===== config.mk =====
export PLATFORM = sky130hd
export DESIGN_NAME = grey_display
export DESIGN_NICKNAME = d
export VERILOG_FILES = /design/src/rtl/grey_display.sv
export SDC_FILE = /design/constraint.sdc
export NUM_CORES = 1
export LEC_CHECK = 0
export ABC_AREA = 1
export ABC_CLOCK_PERIOD_IN_PS = 2800
export CAP_MARGIN = 5
export CELL_PAD_IN_SITES_DETAIL_PLACEMENT = 0
export CELL_PAD_IN_SITES_GLOBAL_PLACEMENT = 2
export CORE_ASPECT_RATIO = 0.9
export CORE_UTILIZATION = 33
export DETAILED_ROUTE_END_ITERATION = 6
export GPL_TIMING_DRIVEN = 0
export PLACE_DENSITY = 0.76
export REMOVE_ABC_BUFFERS = 1
export SLEW_MARGIN = 5
export SYNTH_ARGS = -nofsm -noshare
export SYNTH_HDL_FRONTEND = slang
export SYNTH_SLANG_ARGS = --single-unit

===== constraint.sdc =====
create_clock -name i_clk -period 2.8 [get_ports i_clk]
set_input_delay 0.56 -clock i_clk [delete_from_list [all_inputs] [get_ports i_clk]]
set_output_delay 0.56 -clock i_clk [all_outputs]
set_load 0.1 [all_outputs]

===== src/rtl/grey_display.sv =====
// Purpose: synchronise three async Gray-code decade digits, decode to BCD, scan them onto a 7-seg bus.
// Latency: input stable before edge N reaches o_bcd at edge N+3 and o_seg one edge later.
// Backpressure: none; free-running display with no handshake.
module grey_display #(
    parameter int unsigned SCAN_DIV = 1000,
    parameter bit          BLANK_LZ = 1'b1
) (
    input  logic       i_clk,
    input  logic       i_rst,
    input  logic [4:0] i_100,
    input  logic [4:0] i_010,
    input  logic [4:0] i_001,
    output logic [3:0] o_bcd_100,
    output logic [3:0] o_bcd_010,
    output logic [3:0] o_bcd_001,
    output logic [6:0] o_seg,
    output logic [2:0] o_an,
    output logic       o_err
);
    localparam logic [15:0] CNT_LAST = 16'(SCAN_DIV - 1);

    // Digit order in all packed arrays: [0] ones, [1] tens, [2] hundreds.
    logic [2:0][4:0] din;
    logic [2:0][4:0] s1, s2, s3;
    logic [2:0][3:0] bcd;
    logic [2:0][4:0] dec;
    logic [2:0]      stable;
    logic            any_bad;

    logic [15:0] cnt;
    logic [1:0]  idx, idx_nxt;
    logic        cnt_wrap;
    logic [3:0]  sel_bcd;
    logic        blank;
    logic [6:0]  seg_nxt;

    assign din       = {i_100, i_010, i_001};
    assign o_bcd_001 = bcd[0];
    assign o_bcd_010 = bcd[1];
    assign o_bcd_100 = bcd[2];

    // Returns {valid, bcd}; only the ten Johnson-style codes are legal.
    function automatic logic [4:0] decode(input logic [4:0] code);
        case (code)
            5'b00000: decode = {1'b1, 4'd0};
            5'b00001: decode = {1'b1, 4'd1};
            5'b00011: decode = {1'b1, 4'd2};
            5'b00111: decode = {1'b1, 4'd3};
            5'b01111: decode = {1'b1, 4'd4};
            5'b11111: decode = {1'b1, 4'd5};
            5'b11110: decode = {1'b1, 4'd6};
            5'b11100: decode = {1'b1, 4'd7};
            5'b11000: decode = {1'b1, 4'd8};
            5'b10000: decode = {1'b1, 4'd9};
            default:  decode = 5'b0;
        endcase
    endfunction

    function automatic logic [6:0] seg_of(input logic [3:0] d);
        case (d)
            4'd0:    seg_of = 7'h3F;
            4'd1:    seg_of = 7'h06;
            4'd2:    seg_of = 7'h5B;
            4'd3:    seg_of = 7'h4F;
            4'd4:    seg_of = 7'h66;
            4'd5:    seg_of = 7'h6D;
            4'd6:    seg_of = 7'h7D;
            4'd7:    seg_of = 7'h07;
            4'd8:    seg_of = 7'h7F;
            4'd9:    seg_of = 7'h6F;
            default: seg_of = 7'h00;
        endcase
    endfunction

    always_comb begin
        dec     = '0;
        stable  = '0;
        any_bad = 1'b0;
        for (int i = 0; i < 3; i++) begin
            dec[i]    = decode(s2[i]);
            stable[i] = (s2[i] == s3[i]);
            if (stable[i] && !dec[i][4])
                any_bad = 1'b1;
        end
    end

    // Segment data is chosen for the digit that o_an selects on the same edge.
    always_comb begin
        cnt_wrap = (cnt == CNT_LAST);
        idx_nxt  = idx;
        if (cnt_wrap)
            idx_nxt = (idx == 2'd2) ? 2'd0 : idx + 2'd1;
        sel_bcd = bcd[0];
        blank   = 1'b0;
        case (idx_nxt)
            2'd1: begin
                sel_bcd = bcd[1];
                blank   = BLANK_LZ && (bcd[2] == 4'd0) && (bcd[1] == 4'd0);
            end
            2'd2: begin
                sel_bcd = bcd[2];
                blank   = BLANK_LZ && (bcd[2] == 4'd0);
            end
            default: begin
                sel_bcd = bcd[0];
                blank   = 1'b0;
            end
        endcase
        seg_nxt = blank ? 7'h00 : seg_of(sel_bcd);
    end

    always_ff @(posedge i_clk) begin
        if (i_rst) begin
            s1    <= '0;
            s2    <= '0;
            s3    <= '0;
            bcd   <= '0;
            o_err <= 1'b0;
            cnt   <= '0;
            idx   <= 2'd0;
            o_an  <= 3'b001;
            o_seg <= 7'h3F;
        end else begin
            s1 <= din;
            s2 <= s1;
            s3 <= s2;
            for (int i = 0; i < 3; i++) begin
                if (stable[i] && dec[i][4])
                    bcd[i] <= dec[i][3:0];
            end
            if (any_bad)
                o_err <= 1'b1;
            cnt   <= cnt_wrap ? 16'd0 : cnt + 16'd1;
            idx   <= idx_nxt;
            o_an  <= 3'b001 << idx_nxt;
            o_seg <= seg_nxt;
        end
    end
endmodule


==> results.md <==
- Largest net degree at the start of global routing: 45
- Port-buffer cells: 39
- Pwr/cell area: around 650 nW/um^2
- # diodes: 0
- Fmax: around 380 MHz
- VDD IR-drop max: 307.6 uV
- Crit-path cells: nand2_1 -> nor3_2 -> o211ai_1 -> nand2_2 -> inv_1 -> ha_4 -> inv_2 -> or2_1 -> o21ai_4 -> inv_1 -> ha_1 -> nor2_1 -> nand2_1 -> nand3b_1 -> nand2_1
- Final Slew Violations: 0
- Register bit total from synthesis: a little over 100
- WL final: 8.230 mm
- Total gr overflow: 0
- Core Rows: 39
- Synth cell types: 36
- Sink Count: 101
- H-tree levels: 3
- Setup Crit Path Kind: reg -> reg
- Met3 Use GR: 0.04855
- Crit. End Element: flip-flop
- GR Layer Usage met1: 0.1701
- Initial antenna violation count: 0
- Worst-Margin Slew: 0.9986 ns
- Die Ht: between 100 and 150 um
- Vias in the first global route: around 3200
- DP Wirelength: ~5.9 mm
- Crit path DAT: around 2.8 ns
- Final setup vio count: 0
- Post-synthesis sequential area ratio: 0.4676
- Layout area overhead: 21.70%
- Max_slew headroom: 0.3322
- GR Layer Usage met2: 0.2090
- # nets final: slightly below 700
- Worst hold path type: reg -> reg
- CP Launch Type: flip-flop
- Period utilisation layout: 0.9378
- CTS max path bufs: 2
- Tot GR Track Use: 0.1338
- DR vias/cell: between 4 and 5
- TritonCTS Buffers: 9
- TritonCTS clock tree: yes
- Most Crowded Layer GR: met2
- Clk Tree Root Cell: clkbuf_16
- Critical Path Max Stage Delay: 0.37 ns
- Worst Skew: around 0.0046 ns
- Core Region: approximately 13000 um^2
- Register clock-pin slew on the reported worst setup and hold paths: 0.06 ns
- Status: finished clean
- Max Cap Viol: 0
- Dpl ws: -0.2794 ns
- Final Hold Vio Count: 0
- Post-Syn Area: 4324 um^2
- Chip Width: approximately 120 um
- DR DRC count: 0
- Most frequent cells in the layout: nand2_1, inv_1, nor2_1
- Top cell type's share of synthesized area: 0.4676
- Syn_area_per_cell: a little over 7 um^2
- Cell mode on critical path: nand2_1
- IO Pins: 40
- P_leak: between 2 and 2.5 nW
- Slowest-stage cell, CP: dfxtp_1
- Worst-Skew Late Latency: approximately 0.34 ns
- Wirelength per Cell: about 10 um
- Largest cells by area after synthesis: dfxtp_1, nand2_1, inv_1
- Cells after Synth: slightly below 600
- Commonest non-fill, non-tap cell in the layout: nand2_1
- Initial detailed-routing violation count: ~160
- Final WS setup: 0.1740 ns
- Critical-path maximum fanout: 7
- Initial core utilization: 0.3395
- CP required: between 3 and 4 ns
- Post-synth top area cell: dfxtp_1
- GPL Wtd Cong: roughly 0.81
- Ys Warns: 0
- Fraction of layout cells with a size suffix above 1: 0.07597
- Routed Antenna Nets: 0
- Util after Layout: 0.4132
- Routed vias: between 3000 and 4000
- Final Critical Period: around 2.6 ns
- TritonRoute pass-1 iters: 4
- Die area: 13570 um^2
- Global-route wire length before repair: between 10 and 15 mm
## cell type report
type	count	area, um^2
fill	1327	7473
tap	164	205.2
sequential	101	2024
multi-input combinational	366	1863
timing repair buffer	44	422.9
clock inverter	3	43.79
clock buffer	13	260.3
inverter	118	442.9
## Yosys cell counts, drive strengths merged
cell    count
o211ai      3
xnor2       5
nand2     140
nor3        8
xor2        4
buf         7
clkbuf      2
nand3b      2
ha         19
nand3      21
a21oi      10
o221ai      3
o21ai      13
dfxtp     101
or2         5
o21a        1
o311ai      1
nor3b       1
and2        1
o22ai       1
nor2      116
inv       118
nand4      12
## kinds of logic (layout without fill, tap and decap cells)
group | count (synthesis) | count (layout) | share of synthesized area
buffers and inverters | 127 | 178 | 0.1134
AO/OA/AOI/OAI | 32 | 32 | 0.04659
adder cells (fa/ha/maj) | 19 | 19 | 0.05498
XOR/XNOR | 9 | 9 | 0.01823
AND/OR/NAND/NOR | 306 | 306 | 0.2992
flip-flops | 101 | 101 | 0.4676
## final timing paths
kind / from / slack, ns / to / cells after the start
hold / removal: s2[4]$_SDFF_PP0_ / 0.44 / s3[4]$_SDFF_PP0_ / 2
setup / recovery: cnt[6]$_SDFF_PP0_ / 0.17 / o_seg[1]$_SDFF_PP1_ / 15
hold reg to reg: s2[4]$_SDFF_PP0_ / 0.44 / s3[4]$_SDFF_PP0_ / 2
setup reg to reg: cnt[6]$_SDFF_PP0_ / 0.17 / o_seg[1]$_SDFF_PP1_ / 15
## what timing repair did
action                                  CTS  global route
buffers inserted                          3             2
gates resized for setup                   7             8
gates cloned                              0             0
endpoints found under the setup margin    4             4
hold buffers                              0             0
endpoints found under the hold margin     0             0
pin swaps                                 3             5
## routing by layer
metal,vias to the layer above,wire [um]
met5,-,0
met4,0,91
met3,6,321
met2,51,3651
met1,1465,4165
li1,1869,-
## registers in the layout, summed over array words and instances, names as in the netlist, 7 cells and up
name,count
s3,15
s2,15
s1,15
o_seg,7
dec,15
cnt,16
## critical path, delay by kind of cell (launching register included)
family	cells	cell delay, ns
AND/OR/NAND/NOR	8	1.09
adder cells (fa/ha/maj)	2	0.60
flip-flops	1	0.37
AO/OA/AOI/OAI	2	0.23
buffers and inverters	3	0.22
## per-stage QoR
| step | TNS [ns] | instances | total power [mW] | hold slack, ns | area [um^2] |
|---|---|---|---|---|---|
| after floorplan | 0 | 585 | 2.046 | 0.4147 | 4277 |
| after global placement | -52.22 | 788 | 2.206 | 0.4241 | 4872 |
| after detailed placement | -0.8102 | 788 | 2.208 | 0.4264 | 4867 |
| after CTS | 0 | 807 | 3.486 | 0.4423 | 5225 |
| after global routing | -0.006066 | 809 | 3.602 | 0.4548 | 5263 |
| final | 0 | 809 | 3.422 | 0.4355 | 5263 |
## where the power goes
group          switching [mW]  internal [mW]
Sequential             0.0482           1.51
Clock                   0.503          0.742
Combinational           0.444          0.172
Total                   0.995           2.43
Power figures use the tool's default switching activity.
